`config.mk`:
```
export PLATFORM = sky130hd
export DESIGN_NAME = alu
export DESIGN_NICKNAME = d
export VERILOG_FILES = /design/src/rtl/alu_pkg.sv /design/src/rtl/alu_adder.sv /design/src/rtl/alu.sv
export SDC_FILE = /design/constraint.sdc
export NUM_CORES = 1
export LEC_CHECK = 0
export ABC_AREA = 1
export CAP_MARGIN = 0
export CORE_MARGIN = 2
export CORE_UTILIZATION = 30
export CTS_CLUSTER_DIAMETER = 80
export DETAILED_ROUTE_END_ITERATION = 6
export GPL_ROUTABILITY_DRIVEN = 0
export SETUP_SLACK_MARGIN = 0.1
export SLEW_MARGIN = 20
export SYNTH_ARGS = -nofsm -noshare
export SYNTH_HDL_FRONTEND = slang
export SYNTH_SLANG_ARGS = --single-unit
```
`constraint.sdc`:
```
create_clock -name clk -period 6.1 [get_ports clk]
set_input_delay 0.915 -clock clk [delete_from_list [all_inputs] [get_ports clk]]
set_output_delay 0.915 -clock clk [all_outputs]
set_load 0.02 [all_outputs]
```
`src/rtl/alu_pkg.sv`:
```
// Shared ALU definitions: data width, operation encodings and op-class helpers.
package alu_pkg;

  localparam int unsigned XLEN = 32;

  typedef enum logic [2:0] {
    ALU_AND  = 3'b000,
    ALU_OR   = 3'b001,
    ALU_ADD  = 3'b010,
    ALU_RSVD = 3'b011,
    ALU_ANDN = 3'b100,
    ALU_ORN  = 3'b101,
    ALU_SUB  = 3'b110,
    ALU_SLT  = 3'b111
  } alu_op_t;

  // Ops whose adder carry is exposed on Cout.
  function automatic logic op_reports_cout(alu_op_t op);
    return (op == ALU_ADD) || (op == ALU_SUB) || (op == ALU_SLT);
  endfunction

  // Ops whose signed overflow is exposed on Ovf.
  function automatic logic op_reports_ovf(alu_op_t op);
    return (op == ALU_ADD) || (op == ALU_SUB);
  endfunction

endpackage

```
`src/rtl/alu_adder.sv`:
```
// Full-width adder with carry-in, carry-out and signed overflow.
module alu_adder
  import alu_pkg::*;
#(
  parameter int unsigned W = XLEN
) (
  input  logic [W-1:0] a,
  input  logic [W-1:0] bb,
  input  logic         cin,
  output logic [W-1:0] sum,
  output logic         cout,
  output logic         ovf
);

  localparam int unsigned SW = W + 1;

  logic [W:0] full;

  assign full = SW'(a) + SW'(bb) + SW'(cin);
  assign sum  = full[W-1:0];
  assign cout = full[W];
  // Overflow: operands share a sign that the result does not.
  assign ovf  = (a[W-1] == bb[W-1]) && (full[W-1] != a[W-1]);

endmodule

```
`src/rtl/alu.sv`:
```
// 32-bit ALU: combinational result/flags plus a one-cycle registered copy of Y and Zero.
module alu
  import alu_pkg::*;
(
  input  logic            clk,
  input  logic            reset,
  input  logic [XLEN-1:0] A,
  input  logic [XLEN-1:0] B,
  input  logic [2:0]      F,
  output logic [XLEN-1:0] Y,
  output logic            Zero,
  output logic            Cout,
  output logic            Ovf,
  output logic [XLEN-1:0] YReg,
  output logic            ZeroReg
);

  alu_op_t         op;
  logic [XLEN-1:0] bb;
  logic [XLEN-1:0] sum;
  logic            add_cout;
  logic            add_ovf;
  logic            slt;

  assign op = alu_op_t'(F);
  assign bb = F[2] ? ~B : B;

  alu_adder #(.W(XLEN)) u_adder (
    .a    (A),
    .bb   (bb),
    .cin  (F[2]),
    .sum  (sum),
    .cout (add_cout),
    .ovf  (add_ovf)
  );

  // Signed less-than stays correct when A - B overflows.
  assign slt = sum[XLEN-1] ^ add_ovf;

  // Result mux; an unknown select falls through and propagates X.
  always_comb begin
    Y = {XLEN{1'bx}};
    case (op)
      ALU_AND:  Y = A & B;
      ALU_OR:   Y = A | B;
      ALU_ADD:  Y = sum;
      ALU_RSVD: Y = '0;
      ALU_ANDN: Y = A & ~B;
      ALU_ORN:  Y = A | ~B;
      ALU_SUB:  Y = sum;
      ALU_SLT:  Y = XLEN'(slt);
      default:  Y = {XLEN{1'bx}};
    endcase
  end

  always_comb begin
    Cout = 1'b0;
    Ovf  = 1'b0;
    if (op_reports_cout(op)) Cout = add_cout;
    if (op_reports_ovf(op))  Ovf  = add_ovf;
  end

  assign Zero = (Y == '0);

  always_ff @(posedge clk) begin
    if (reset) begin
      YReg    <= '0;
      ZeroReg <= 1'b0;
    end else begin
      YReg    <= Y;
      ZeroReg <= Zero;
    end
  end

endmodule

```
==> metrics.log, run 1 <==
[metrics] First DRT Iteration DRCs: 543
[metrics] number of nets at the end of the flow: 1047
[metrics] Tightest Pin Transition: 0.5569 ns
[metrics] final setup fails: 0
[metrics] RSZ-0062 raised after global routing: no
[metrics] worst path cell trace: buf_2 > buf_4 > xor2_1 > ha_1 > nand2_1 > nor2_1 > nand2_1 > nor3_1 > nand2_1 > nand2_1 > nand2_1 > nand3_1 > nand2_1 > nor2_1 > nand3_1 > nor2_1 > nand3_1 > inv_1 > clkdlybuf4s50_1
[metrics] sinks on the clock net: 33
[metrics] dpl cells: 1125
[metrics] Synth Area per Inst: 5.748 µm²
[metrics] static leakage: 3.222 nW
[metrics] Total Power Consumption: 0.001187 W
[metrics] total core area: 15200 µm²
[metrics] worst relative slew slack: 62.82%
[metrics] per-cell via count in the routed design: 4.951
[metrics] die area: 16550 µm²
[metrics] sequential cell area fraction in the yosys report: 14.17%
[metrics] EDFF count, synth: 0
[metrics] simple-gate portion of the synthesized area: 38.35%
[metrics] Die Wd: 128.7 µm
[metrics] highest layer used for signal routing: met4
[metrics] Hold Violations, Final: 0
[metrics] number of max-cap violations: 0
[metrics] fmax: 183.7 MHz
[metrics] flip-flop and latch count after synthesis: 33
[metrics] number of buffers added to fix hold violations after cts: 0
[metrics] number of iterations in the first detailed-routing pass: 7
[metrics] stage delay of the slowest cell on the critical path: 0.59 ns
[metrics] capturing element of the worst setup path: Zero
[metrics] class of the most critical hold timing path: input port to flip-flop
[metrics] final hold slack: 1.374 ns
[metrics] number of buffers added by the clock tree synthesis step: 5
[metrics] launching element type of the critical path: input port
[metrics] Non-Filler Instances: 1133
[metrics] P per Cell Area: 187.5 nW/µm²
[metrics] multiplexer share of the synthesized area: 0%
[metrics] Clock Path Buffers: 2
[metrics] top flip-flop cell by instance count after synthesis: sky130_fd_sc_hd__dfxtp_1
[metrics] category of cells accounting for the largest share of critical-path delay: simple AND/OR/NAND/NOR gates
[metrics] area growth from synthesis to layout: 35.83%
[metrics] routed wl met3: 1.133 mm
[metrics] summed instance area of the synthesized netlist: 4662 µm²
[metrics] final clock period utilization by the worst path: 89.23%
[metrics] grt total ovfl: 0
[metrics] Vert. Die Dim: 128.7 µm
[metrics] number of top-level pins: 137
[metrics] Starting Density: 30.67%
[metrics] wire length after detailed routing: 17.55 mm
[metrics] sum of met2 wire segment lengths after detailed routing: 7.570 mm
[metrics] proportion of layout cells with a drive suffix above 1: 3.704%
[metrics] fin crit period: 5.443 ns
[metrics] maximum vdd drop: 0.00008146 V
[metrics] fraction of the mapped netlist area in compound gates: 18.95%
[metrics] start-to-end type of the worst setup path: input port to output pin
[metrics] post-DR wirelength/cell: 15.49 µm
[metrics] CTS H-tree lvls: 2
[metrics] detailed-route via count: 5609
[metrics] run status: complete, but fails checks
[metrics] Final Util: 41.65%
[metrics] row cnt: 45
[metrics] DR DRC count: 3
[metrics] post-CTS setup buffer count: 0
[metrics] total routing resource utilization after global routing: 21.05%
[metrics] clock-pin transition on the worst setup and hold timing paths: 0.06 ns
[metrics] antenna violations before repair: 0
[metrics] post-cts sizing count: 0
[metrics] detailed-placement wirelength estimate: 14.81 mm
[metrics] Critical path buffers and inverters: 4
[metrics] wire length of the first global-routing pass: 27.33 mm
[metrics] Root Driver: sky130_fd_sc_hd__clkbuf_16
[metrics] cell mode on critical path: sky130_fd_sc_hd__nand2_1
[metrics] Final Max Tran Viols: 0
[metrics] data required time of the critical path: 5.18 ns
[metrics] sum of negative setup slack: 0 ns
[metrics] Crit-path slowest cell: sky130_fd_sc_hd__clkdlybuf4s50_1
[metrics] CP max FO: 17
[metrics] Worst setup startpoint: F[2]
[metrics] data arrival time of the critical path: 4.53 ns
[metrics] quantity of I/O buffers inserted on ports: 136
[metrics] violations in the final reports: design-rule violations
[metrics] main combinational cell family by area after synthesis: simple AND/OR/NAND/NOR gates
[metrics] xor/xnor cell area share of the yosys netlist: 6.012%
[metrics] total number of yosys warnings: 0
[metrics] wire length the detailed router placed on met1: 8.447 mm
[metrics] largest net degree at the start of global routing: 31
[metrics] post-synthesis async set-or-reset flop share: 0%
[metrics] Syn Inst Count: 811
[metrics] sort of element at the end of the critical path: output pin
[metrics] adder and majority gate portion of the synthesized area: 9.286%
[metrics] via count of the first global-routing pass: 5113
[metrics] count of unique library cells instantiated by Yosys: 37
[metrics] logic depth of the worst setup path including buffers: 19
[metrics] Antenna Violating Nets Remaining: 0
[metrics] n_diodes: 0
[metrics] clock tree from TritonCTS: built
[metrics] synthesized net count: 914
cells by family (layout without fill, tap and decap cells):
family                     count (synthesis)  in the layout
buffers and inverters                    150            284
DFF                                       33             33
adders and majority gates                 34             34
xor gates and xnor gates                  32             32
AOI/OAI and AO/OA                        146            146
and+or+nand+nor                          416            416
cell usage after synthesis, types with 2 or more instances:
library cell	count	area [µm²]
sky130_fd_sc_hd__buf_2	3	15.01
sky130_fd_sc_hd__clkbuf_1	6	22.52
sky130_fd_sc_hd__inv_1	128	480.5
sky130_fd_sc_hd__inv_4	2	12.51
sky130_fd_sc_hd__nand3_1	70	350.3
sky130_fd_sc_hd__nand3b_1	13	97.59
sky130_fd_sc_hd__nand2_2	4	25.02
sky130_fd_sc_hd__ha_1	33	412.9
sky130_fd_sc_hd__buf_4	4	30.03
sky130_fd_sc_hd__o21ai_1	4	20.02
sky130_fd_sc_hd__nor3_1	7	35.03
sky130_fd_sc_hd__buf_6	4	45.04
sky130_fd_sc_hd__a31oi_1	6	37.54
sky130_fd_sc_hd__nand2_1	229	859.6
sky130_fd_sc_hd__nor2_1	79	296.5
sky130_fd_sc_hd__dfxtp_1	33	660.6
sky130_fd_sc_hd__xnor2_1	7	61.31
sky130_fd_sc_hd__o21ai_0	39	195.2
sky130_fd_sc_hd__a21oi_1	48	240.2
sky130_fd_sc_hd__inv_2	3	11.26
sky130_fd_sc_hd__xor2_1	25	219.0
sky130_fd_sc_hd__a21o_1	14	105.1
sky130_fd_sc_hd__o21ai_2	6	52.55
sky130_fd_sc_hd__o21bai_1	6	45.04
sky130_fd_sc_hd__and2_1	2	12.51
sky130_fd_sc_hd__a211oi_1	2	15.01
sky130_fd_sc_hd__nand4_1	8	50.05
sky130_fd_sc_hd__o21a_1	2	15.01
sky130_fd_sc_hd__o211ai_1	15	112.6
sky130_fd_sc_hd__nor2_8	2	40.04
tightest hold or removal path, stage by stage:
cell                      delay, ns
sky130_fd_sc_hd__buf_2         0.22
sky130_fd_sc_hd__nand2_1       0.11
sky130_fd_sc_hd__nand2_1       0.06
sky130_fd_sc_hd__o21ai_0       0.20
sky130_fd_sc_hd__a31oi_1       0.10
placed cells by master, fill, tap and decap left out, types with 8 or more instances in the layout:
cell type                         count
sky130_fd_sc_hd__xor2_1              25
sky130_fd_sc_hd__nor2_1              79
sky130_fd_sc_hd__nand4_1              8
sky130_fd_sc_hd__inv_1              128
sky130_fd_sc_hd__a21oi_1             48
sky130_fd_sc_hd__a21o_1              14
sky130_fd_sc_hd__nand3b_1            13
sky130_fd_sc_hd__dfxtp_1             33
sky130_fd_sc_hd__o211ai_1            15
sky130_fd_sc_hd__o21ai_0             39
sky130_fd_sc_hd__clkdlybuf4s50_1    135
sky130_fd_sc_hd__ha_1                33
sky130_fd_sc_hd__nand2_1            229
sky130_fd_sc_hd__nand3_1             70
per-layer routing:
layer / up-vias / GRT usage (%)
met5: - / 0
met4: 0 / 6.074
met3: 21 / 1.954
met2: 209 / 33.18
met1: 2489 / 30.50
li1: 2890 / -
worst min path at each step:
| stage | start | end | slack (ns) | cells past startpoint |
|---|---|---|---|---|
| final | F[2] | YReg[7] | 1.37 | 5 |
| after global routing | F[2] | YReg[7] | 1.46 | 5 |
| after CTS | F[2] | YReg[7] | 1.37 | 5 |
| after detailed placement | F[2] | YReg[7] | 1.67 | 5 |
| after global placement | F[2] | YReg[7] | 1.67 | 5 |
| after floorplan | B[17] | YReg[17] | 1.13 | 2 |
cell type report:
type,instances,area (µm²)
fillers,1664,8870
repair buffers,143,1409
flip-flops and latches,33,660.6
inverters,133,504.2
clock buffers,6,128.9
multi-input cells,628,3385
clock inverters,2,10.01
well taps,188,235.2
registers in the layout (all words and copies together) (netlist names):
signal and count:
YReg 32, ZeroReg 1
power breakdown:
| part | switching (W) | leakage [nW] | internal (W) |
|---|---|---|---|
| registers | 0.00000424 | 0.273 | 0.000234 |
| clock network | 0.000101 | 0.0706 | 0.000150 |
| logic | 0.000425 | 2.88 | 0.000273 |
metrics by stage:
step                      setup WS (ns)  cell area [µm²]
after floorplan                   1.866             4662
after detailed placement         0.6994             6193
after CTS                        0.6849             6332
after global routing             0.3738             6332
final                            0.6567             6332
after global placement           0.6972             6193
(Power assumes the default switching activity.)
==> run 2: changes to the inputs <==
--- a/config.mk
+++ b/config.mk
@@ -11,7 +11,6 @@
 export CORE_UTILIZATION = 30
 export CTS_CLUSTER_DIAMETER = 80
 export DETAILED_ROUTE_END_ITERATION = 6
-export GPL_ROUTABILITY_DRIVEN = 0
 export SETUP_SLACK_MARGIN = 0.1
 export SLEW_MARGIN = 20
 export SYNTH_ARGS = -nofsm -noshare
==> run 2 against run 1 <==
The run now ends clean. Hold slack better by 0.033 ns. Sequential share of layout area unchanged. Core utilization unchanged. Final cell count unchanged. Combinational power up 0.6%. Non-clock buffer count unchanged. Critical endpoint unchanged.
==> metrics.log, run 2 (synthesis gave the netlist of run 1 again) <==
[metrics] run status: finished, final reports clean (was complete, but fails checks)
[metrics] commonest non-fill, non-tap cell in the layout: sky130_fd_sc_hd__nand2_1 (unchanged)
[metrics] final clock period utilization by the worst path: 91.13% (was 89.23%)
[metrics] clock tree from TritonCTS: built (unchanged)
[metrics] area growth from synthesis to layout: 35.83% (unchanged)
[metrics] Clock Path Buffers: 2 (unchanged)
[metrics] fin crit period: 5.559 ns (was 5.443 ns)
[metrics] CP max FO: 15 (was 17)
[metrics] wire length after detailed routing: 17.87 mm (was 17.55 mm)
[metrics] maximum vdd drop: 0.0001452 V (was 0.00008146 V)
[metrics] post-cts sizing count: 0 (unchanged)
[metrics] wire length of the first global-routing pass: 27.61 mm (was 27.33 mm)
[metrics] Root Driver: sky130_fd_sc_hd__clkbuf_16 (unchanged)
[metrics] Worst setup startpoint: F[2] (unchanged)
[metrics] Setup WS pre-CTS: 0.6382 ns (was 0.6994 ns)
[metrics] detailed-placement wirelength estimate: 14.92 mm (was 14.81 mm)
[metrics] Final Util: 41.65% (unchanged)
[metrics] routability congestion estimate: 0.9494
[metrics] number of flip-flops under the largest register name: 32 (unchanged)
[metrics] total routing resource utilization after global routing: 21.37% (was 21.05%)
[metrics] total core area: 15200 µm² (unchanged)
[metrics] CTS H-tree lvls: 2 (unchanged)
[metrics] capturing element of the worst setup path: Zero (unchanged)
[metrics] number of iterations in the first detailed-routing pass: 5 (was 7)
[metrics] final setup fails: 0 (unchanged)
[metrics] clock-pin transition on the worst setup and hold timing paths: 0.06 ns (about the same)
[metrics] sum of negative setup slack: 0 ns (unchanged)
[metrics] area of the multi-input gates: 3385 µm² (unchanged)
[metrics] RSZ-0062 raised after global routing: no (unchanged)
[metrics] class of the most critical hold timing path: input port to flip-flop (unchanged)
[metrics] Starting Density: 30.67% (unchanged)
[metrics] launching element type of the critical path: input port (unchanged)
[metrics] grt total ovfl: 0 (unchanged)
[metrics] worst relative slew slack: 64.83% (was 62.82%)
[metrics] antenna violations before repair: 0 (unchanged)
[metrics] footprint of the flip-flops and latches: 660.6 µm² (unchanged)
[metrics] largest registers in the final layout: YReg (32), ZeroReg (1) (unchanged)
[metrics] DR DRC count: 0 (was 3)
[metrics] Vert. Die Dim: 128.7 µm (unchanged)
[metrics] largest net degree at the start of global routing: 31 (unchanged)
[metrics] number of top-level pins: 137 (unchanged)
[metrics] number of buffers added to fix hold violations after cts: 0 (unchanged)
[metrics] fmax: 179.9 MHz (was 183.7 MHz)
[metrics] proportion of layout cells with a drive suffix above 1: 3.704% (unchanged)
[metrics] Die Wd: 128.7 µm (unchanged)
[metrics] n_diodes: 0 (unchanged)
[metrics] die area: 16550 µm² (unchanged)
[metrics] Antenna Violating Nets Remaining: 0 (unchanged)
[metrics] quantity of I/O buffers inserted on ports: 136 (unchanged)
[metrics] P per Cell Area: 188.3 nW/µm² (was 187.5 nW/µm²)
[metrics] start-to-end type of the worst setup path: input port to output pin (unchanged)
[metrics] Tightest Pin Transition: 0.5268 ns (was 0.5569 ns)
[metrics] number of buffers added by the clock tree synthesis step: 5 (unchanged)
[metrics] count of filler cells inserted in the layout: 1659 (was 1664)
[metrics] largest reg by FF count: YReg (unchanged)
[metrics] number of max-cap violations: 0 (unchanged)
[metrics] Final Max Tran Viols: 0 (unchanged)
[metrics] data required time of the critical path: 5.18 ns (about the same)
[metrics] number of nets at the end of the flow: 1047 (unchanged)
[metrics] worst path setup slack after routing: 0.5413 ns (was 0.6567 ns)
[metrics] First DRT Iteration DRCs: 476 (was 543)
[metrics] post-DR wirelength/cell: 15.77 µm (was 15.49 µm)
[metrics] row cnt: 45 (unchanged)
[metrics] Hold Violations, Final: 0 (unchanged)
[metrics] static leakage: 3.222 nW (unchanged)
[metrics] sinks on the clock net: 33 (unchanged)
[metrics] data arrival time of the critical path: 4.64 ns (was 4.53 ns)
[metrics] via count of the first global-routing pass: 5083 (was 5113)
[metrics] sort of element at the end of the critical path: output pin (unchanged)
[metrics] per-cell via count in the routed design: 4.918 (was 4.951)
[metrics] post-CTS setup buffer count: 0 (unchanged)
[metrics] detailed-route via count: 5572 (was 5609)
[metrics] commonest cells after routing, fill and taps aside: 229 x sky130_fd_sc_hd__nand2_1, 135 x sky130_fd_sc_hd__clkdlybuf4s50_1, 128 x sky130_fd_sc_hd__inv_1 (unchanged)
## run 2: per-layer routing
| layer | track usage [%] | up-vias | wire [µm] |
|---|---|---|---|
| met3 | 1.830 | 27 | 991 |
| met1 | 31.43 | 2466 | 8789 |
| met4 | 6.330 | 0 | 426 |
| met2 | 33.15 | 193 | 7661 |
| li1 | - | 2886 | - |
| met5 | 0 | - | 0 |
## run 2: worst min path at each step
stage | from | to | depth (start not counted)
detailed placement | A[13] | YReg[13] | 5
floorplan | B[17] | YReg[17] | 2
CTS | A[7] | YReg[7] | 5
global route | A[24] | YReg[24] | 4
finish | F[2] | YReg[7] | 5
global placement | F[2] | YReg[7] | 5
## run 2: cell type report
cell class,count,area share (%)
multi-input cells,628,53.45
repair buffers,143,22.25
flip-flops and latches,33,10.43
inverters,133,7.963
well taps,188,3.715
clock buffers,6,2.035
clock inverters,2,0.1581
## run 2: critical path: stages
cell and delay [ns]:
sky130_fd_sc_hd__buf_2 0.35, sky130_fd_sc_hd__buf_4 0.35, sky130_fd_sc_hd__xor2_1 0.29, sky130_fd_sc_hd__ha_1 0.29
sky130_fd_sc_hd__nand2_1 0.13, sky130_fd_sc_hd__nor2_1 0.27, sky130_fd_sc_hd__nand2_1 0.14, sky130_fd_sc_hd__nor3_1 0.18
sky130_fd_sc_hd__nand2_1 0.14, sky130_fd_sc_hd__nand2_1 0.12, sky130_fd_sc_hd__nand2_1 0.05, sky130_fd_sc_hd__nand3_1 0.10
sky130_fd_sc_hd__nand2_1 0.11, sky130_fd_sc_hd__nor2_1 0.12, sky130_fd_sc_hd__nand3_1 0.07, sky130_fd_sc_hd__nor2_1 0.18
sky130_fd_sc_hd__nand3_1 0.13, sky130_fd_sc_hd__inv_1 0.07, sky130_fd_sc_hd__clkdlybuf4s50_1 0.60
## run 2: metrics by stage
step / total power, W / hold WS, ns / area [µm²] / instances
2_1_floorplan: 0.0006703 / 1.134 / 4662 / 811
3_3_place_gp: 0.0009356 / 1.701 / 6193 / 1125
3_5_place_dp: 0.0009340 / 1.701 / 6193 / 1125
4_1_cts: 0.001189 / 1.407 / 6332 / 1133
5_1_grt: 0.001280 / 1.462 / 6332 / 1133
6_report: 0.001192 / 1.406 / 6332 / 1133
## run 2: where the power goes
group | total [W] | leakage (nW) | switching (W) | internal, W
Combinational | 0.000702 | 2.88 | 0.000428 | 0.000274
Clock | 0.000252 | 0.0706 | 0.000102 | 0.000150
Sequential | 0.000239 | 0.273 | 0.00000454 | 0.000234
==> run 3: changes to the inputs <==
--- a/config.mk
+++ b/config.mk
@@ -8,9 +8,10 @@
 export ABC_AREA = 1
 export CAP_MARGIN = 0
 export CORE_MARGIN = 2
-export CORE_UTILIZATION = 30
+export CORE_UTILIZATION = 53
 export CTS_CLUSTER_DIAMETER = 80
 export DETAILED_ROUTE_END_ITERATION = 6
+export PLACE_DENSITY = 0.88
 export SETUP_SLACK_MARGIN = 0.1
 export SLEW_MARGIN = 20
 export SYNTH_ARGS = -nofsm -noshare
==> run 3 against run 2 <==
The run now ends with design-rule violations left. Sequential share of layout area is 0.30 points higher. Sequential power hardly changed. Hold slack improved by 0.016 ns.
==> metrics.log, run 3 (synthesis gave the netlist of run 1 again) <==
[metrics] run status: complete, but fails checks (was finished, final reports clean)
[metrics] violations in the final reports: design-rule violations
[metrics] per-cell via count in the routed design: 5.602 (was 4.918)
[metrics] largest reg by FF count: YReg (unchanged)
[metrics] worst path setup slack after routing: 0.6487 ns (was 0.5413 ns)
[metrics] Clock Path Buffers: 2 (unchanged)
[metrics] sinks on the clock net: 33 (unchanged)
[metrics] number of buffers added by the clock tree synthesis step: 5 (unchanged)
[metrics] row cnt: 34 (was 45)
[metrics] largest registers in the final layout: YReg (32), ZeroReg (1) (unchanged)
[metrics] quantity of I/O buffers inserted on ports: 136 (unchanged)
[metrics] Antenna Violating Nets Remaining: 0 (unchanged)
[metrics] net load switching power: 0.0005018 W (was 0.0005344 W)
[metrics] detailed-route via count: 5882 (was 5572)
[metrics] clock tree from TritonCTS: built (unchanged)
[metrics] number of iterations in the first detailed-routing pass: 7 (was 5)
[metrics] worst relative slew slack: 48.41% (was 64.83%)
[metrics] wire length of the first global-routing pass: 26.12 mm (was 27.61 mm)
[metrics] area growth from synthesis to layout: 31.99% (was 35.83%)
[metrics] Vert. Die Dim: 97.79 µm (was 128.7 µm)
[metrics] start-to-end type of the worst setup path: input port to output pin (unchanged)
[metrics] Clock Power Share: 14.1% (was 21.1%)
[metrics] First DRT Iteration DRCs: 638 (was 476)
[metrics] number of buffers added to fix hold violations after cts: 0 (unchanged)
[metrics] clock-pin transition on the worst setup and hold timing paths: 0.06 ns (about the same)
[metrics] sum of negative setup slack: 0 ns (unchanged)
[metrics] P_int: 0.0005845 W (was 0.0006580 W)
[metrics] final clock period utilization by the worst path: 89.37% (was 91.13%)
[metrics] DR DRC count: 1 (was 0)
[metrics] number of nets at the end of the flow: 1044 (was 1047)
[metrics] static leakage: 3.182 nW (was 3.222 nW)
[metrics] detailed-placement wirelength estimate: 13.50 mm (was 14.92 mm)
[metrics] proportion of layout cells with a drive suffix above 1: 3.397% (was 3.704%)
[metrics] commonest non-fill, non-tap cell in the layout: sky130_fd_sc_hd__nand2_1 (unchanged)
[metrics] wire length after detailed routing: 16.41 mm (was 17.87 mm)
[metrics] routability congestion estimate: 0.9547 (was 0.9494)
[metrics] maximum vdd drop: 0.00007800 V (was 0.0001452 V)
[metrics] critical hold path startpoint: F[2] (unchanged)
[metrics] sort of element at the end of the critical path: output pin (unchanged)
[metrics] Worst setup startpoint: F[2] (unchanged)
[metrics] Final Max Tran Viols: 0 (unchanged)
[metrics] switching part of the total: 46.19% (was 44.82%)
[metrics] Root Driver: sky130_fd_sc_hd__clkbuf_8 (was sky130_fd_sc_hd__clkbuf_16)
[metrics] via count of the first global-routing pass: 5182 (was 5083)
[metrics] number of top-level pins: 137 (unchanged)
[metrics] post-cts sizing count: 0 (unchanged)
[metrics] number of max-cap violations: 0 (unchanged)
[metrics] post-DR wirelength/cell: 15.63 µm (was 15.77 µm)
[metrics] Starting Density: 53.98% (was 30.67%)
[metrics] data required time of the critical path: 5.18 ns (about the same)
[metrics] P per Cell Area: 176.5 nW/µm² (was 188.3 nW/µm²)
[metrics] final setup fails: 0 (unchanged)
[metrics] class of the most critical hold timing path: input port to flip-flop (unchanged)
[metrics] post-CTS setup buffer count: 0 (unchanged)
[metrics] Setup WS pre-CTS: 0.7337 ns (was 0.6382 ns)
[metrics] total routing resource utilization after global routing: 33.61% (was 21.37%)
[metrics] largest net degree at the start of global routing: 31 (unchanged)
[metrics] Die Wd: 97.79 µm (was 128.7 µm)
[metrics] data arrival time of the critical path: 4.54 ns (was 4.64 ns)
[metrics] Hold Violations, Final: 0 (unchanged)
[metrics] RSZ-0062 raised after global routing: no (unchanged)
[metrics] Total Power Consumption: 0.001086 W (was 0.001192 W)
[metrics] grt total ovfl: 0 (unchanged)
[metrics] CP max FO: 20 (was 15)
[metrics] die area: 9562 µm² (was 16550 µm²)
[metrics] total core area: 8636 µm² (was 15200 µm²)
[metrics] antenna violations before repair: 0 (unchanged)
[metrics] fmax: 183.4 MHz (was 179.9 MHz)
[metrics] Tightest Pin Transition: 0.7721 ns (was 0.5268 ns)
[metrics] combinational share of power: 63.9% (was 58.8%)
[metrics] Flop pwr share: 22.0% (was 20.0%)
[metrics] number of flip-flops under the largest register name: 32 (unchanged)
[metrics] fin crit period: 5.451 ns (was 5.559 ns)
[metrics] launching element type of the critical path: input port (unchanged)
[metrics] CTS H-tree lvls: 2 (unchanged)
[metrics] n_diodes: 0 (unchanged)
[metrics] commonest cells after routing, fill and taps aside: 229 x sky130_fd_sc_hd__nand2_1, 135 x sky130_fd_sc_hd__clkdlybuf4s50_1, 128 x sky130_fd_sc_hd__inv_1 (unchanged)
run 3: cell types whose count changed in the layout (fill, tap and decap cells not counted), sizes merged:
cell / change
buf: -3
run 3: per-stage QoR:
step	area, µm²	cells	hold slack, ns	util (%)
after global placement	6071	1042	1.678	70.30
after detailed placement	6071	1042	1.685	70.30
after global routing	6153	1050	1.438	71.25
after CTS	6153	1050	1.392	71.25
after floorplan	4662	811	1.134	-
final	6153	1050	1.422	71.25
run 3: cell type report:
type,count,area [µm²]
Inverter,133,504.2
Multi-Input combinational cell,628,3385
Tap cell,108,135.1
Fill cell,791,2482
Clock inverter,2,10.01
Timing Repair Buffer,140,1386
Sequential cell,33,660.6
Clock buffer,6,72.57
run 3: critical path, cell delays in order:
cell and delay (ns):
sky130_fd_sc_hd__buf_2 0.32, sky130_fd_sc_hd__buf_4 0.39, sky130_fd_sc_hd__xor2_1 0.26, sky130_fd_sc_hd__ha_1 0.31
sky130_fd_sc_hd__inv_1 0.09, sky130_fd_sc_hd__o21bai_1 0.10, sky130_fd_sc_hd__nor2_1 0.19, sky130_fd_sc_hd__nand3_1 0.20
sky130_fd_sc_hd__o21ai_0 0.46, sky130_fd_sc_hd__nand3_2 0.15, sky130_fd_sc_hd__nor2_1 0.13, sky130_fd_sc_hd__nand3_1 0.10
sky130_fd_sc_hd__nor2_1 0.14, sky130_fd_sc_hd__nand3_1 0.12, sky130_fd_sc_hd__inv_1 0.06, sky130_fd_sc_hd__clkdlybuf4s50_1 0.59
run 3: routing by layer:
layer | GRT usage, % | vias up | share of wire [%]
li1 | - | 2880 | -
met2 | 53.47 | 360 | 43
met5 | 0 | - | 0
met4 | 7.585 | 0 | 1.9
met3 | 4.724 | 33 | 12
met1 | 48.46 | 2609 | 43
run 3: final timing paths:
path	to	slack, ns	cells after the start
worst min-delay path	YReg[18]	1.42	5
worst max-delay path	Zero	0.65	16
run 3: power by group through the flow:
stage / sequential (W) / clock (W) / combinational (W)
after global placement: 0.000243 / 0 / 0.000671
after floorplan: 0.000267 / 0 / 0.000403
after detailed placement: 0.000244 / 0 / 0.000676
after CTS: 0.000239 / 0.000155 / 0.000679
final: 0.000239 / 0.000153 / 0.000694
after global routing: 0.000240 / 0.000168 / 0.000756
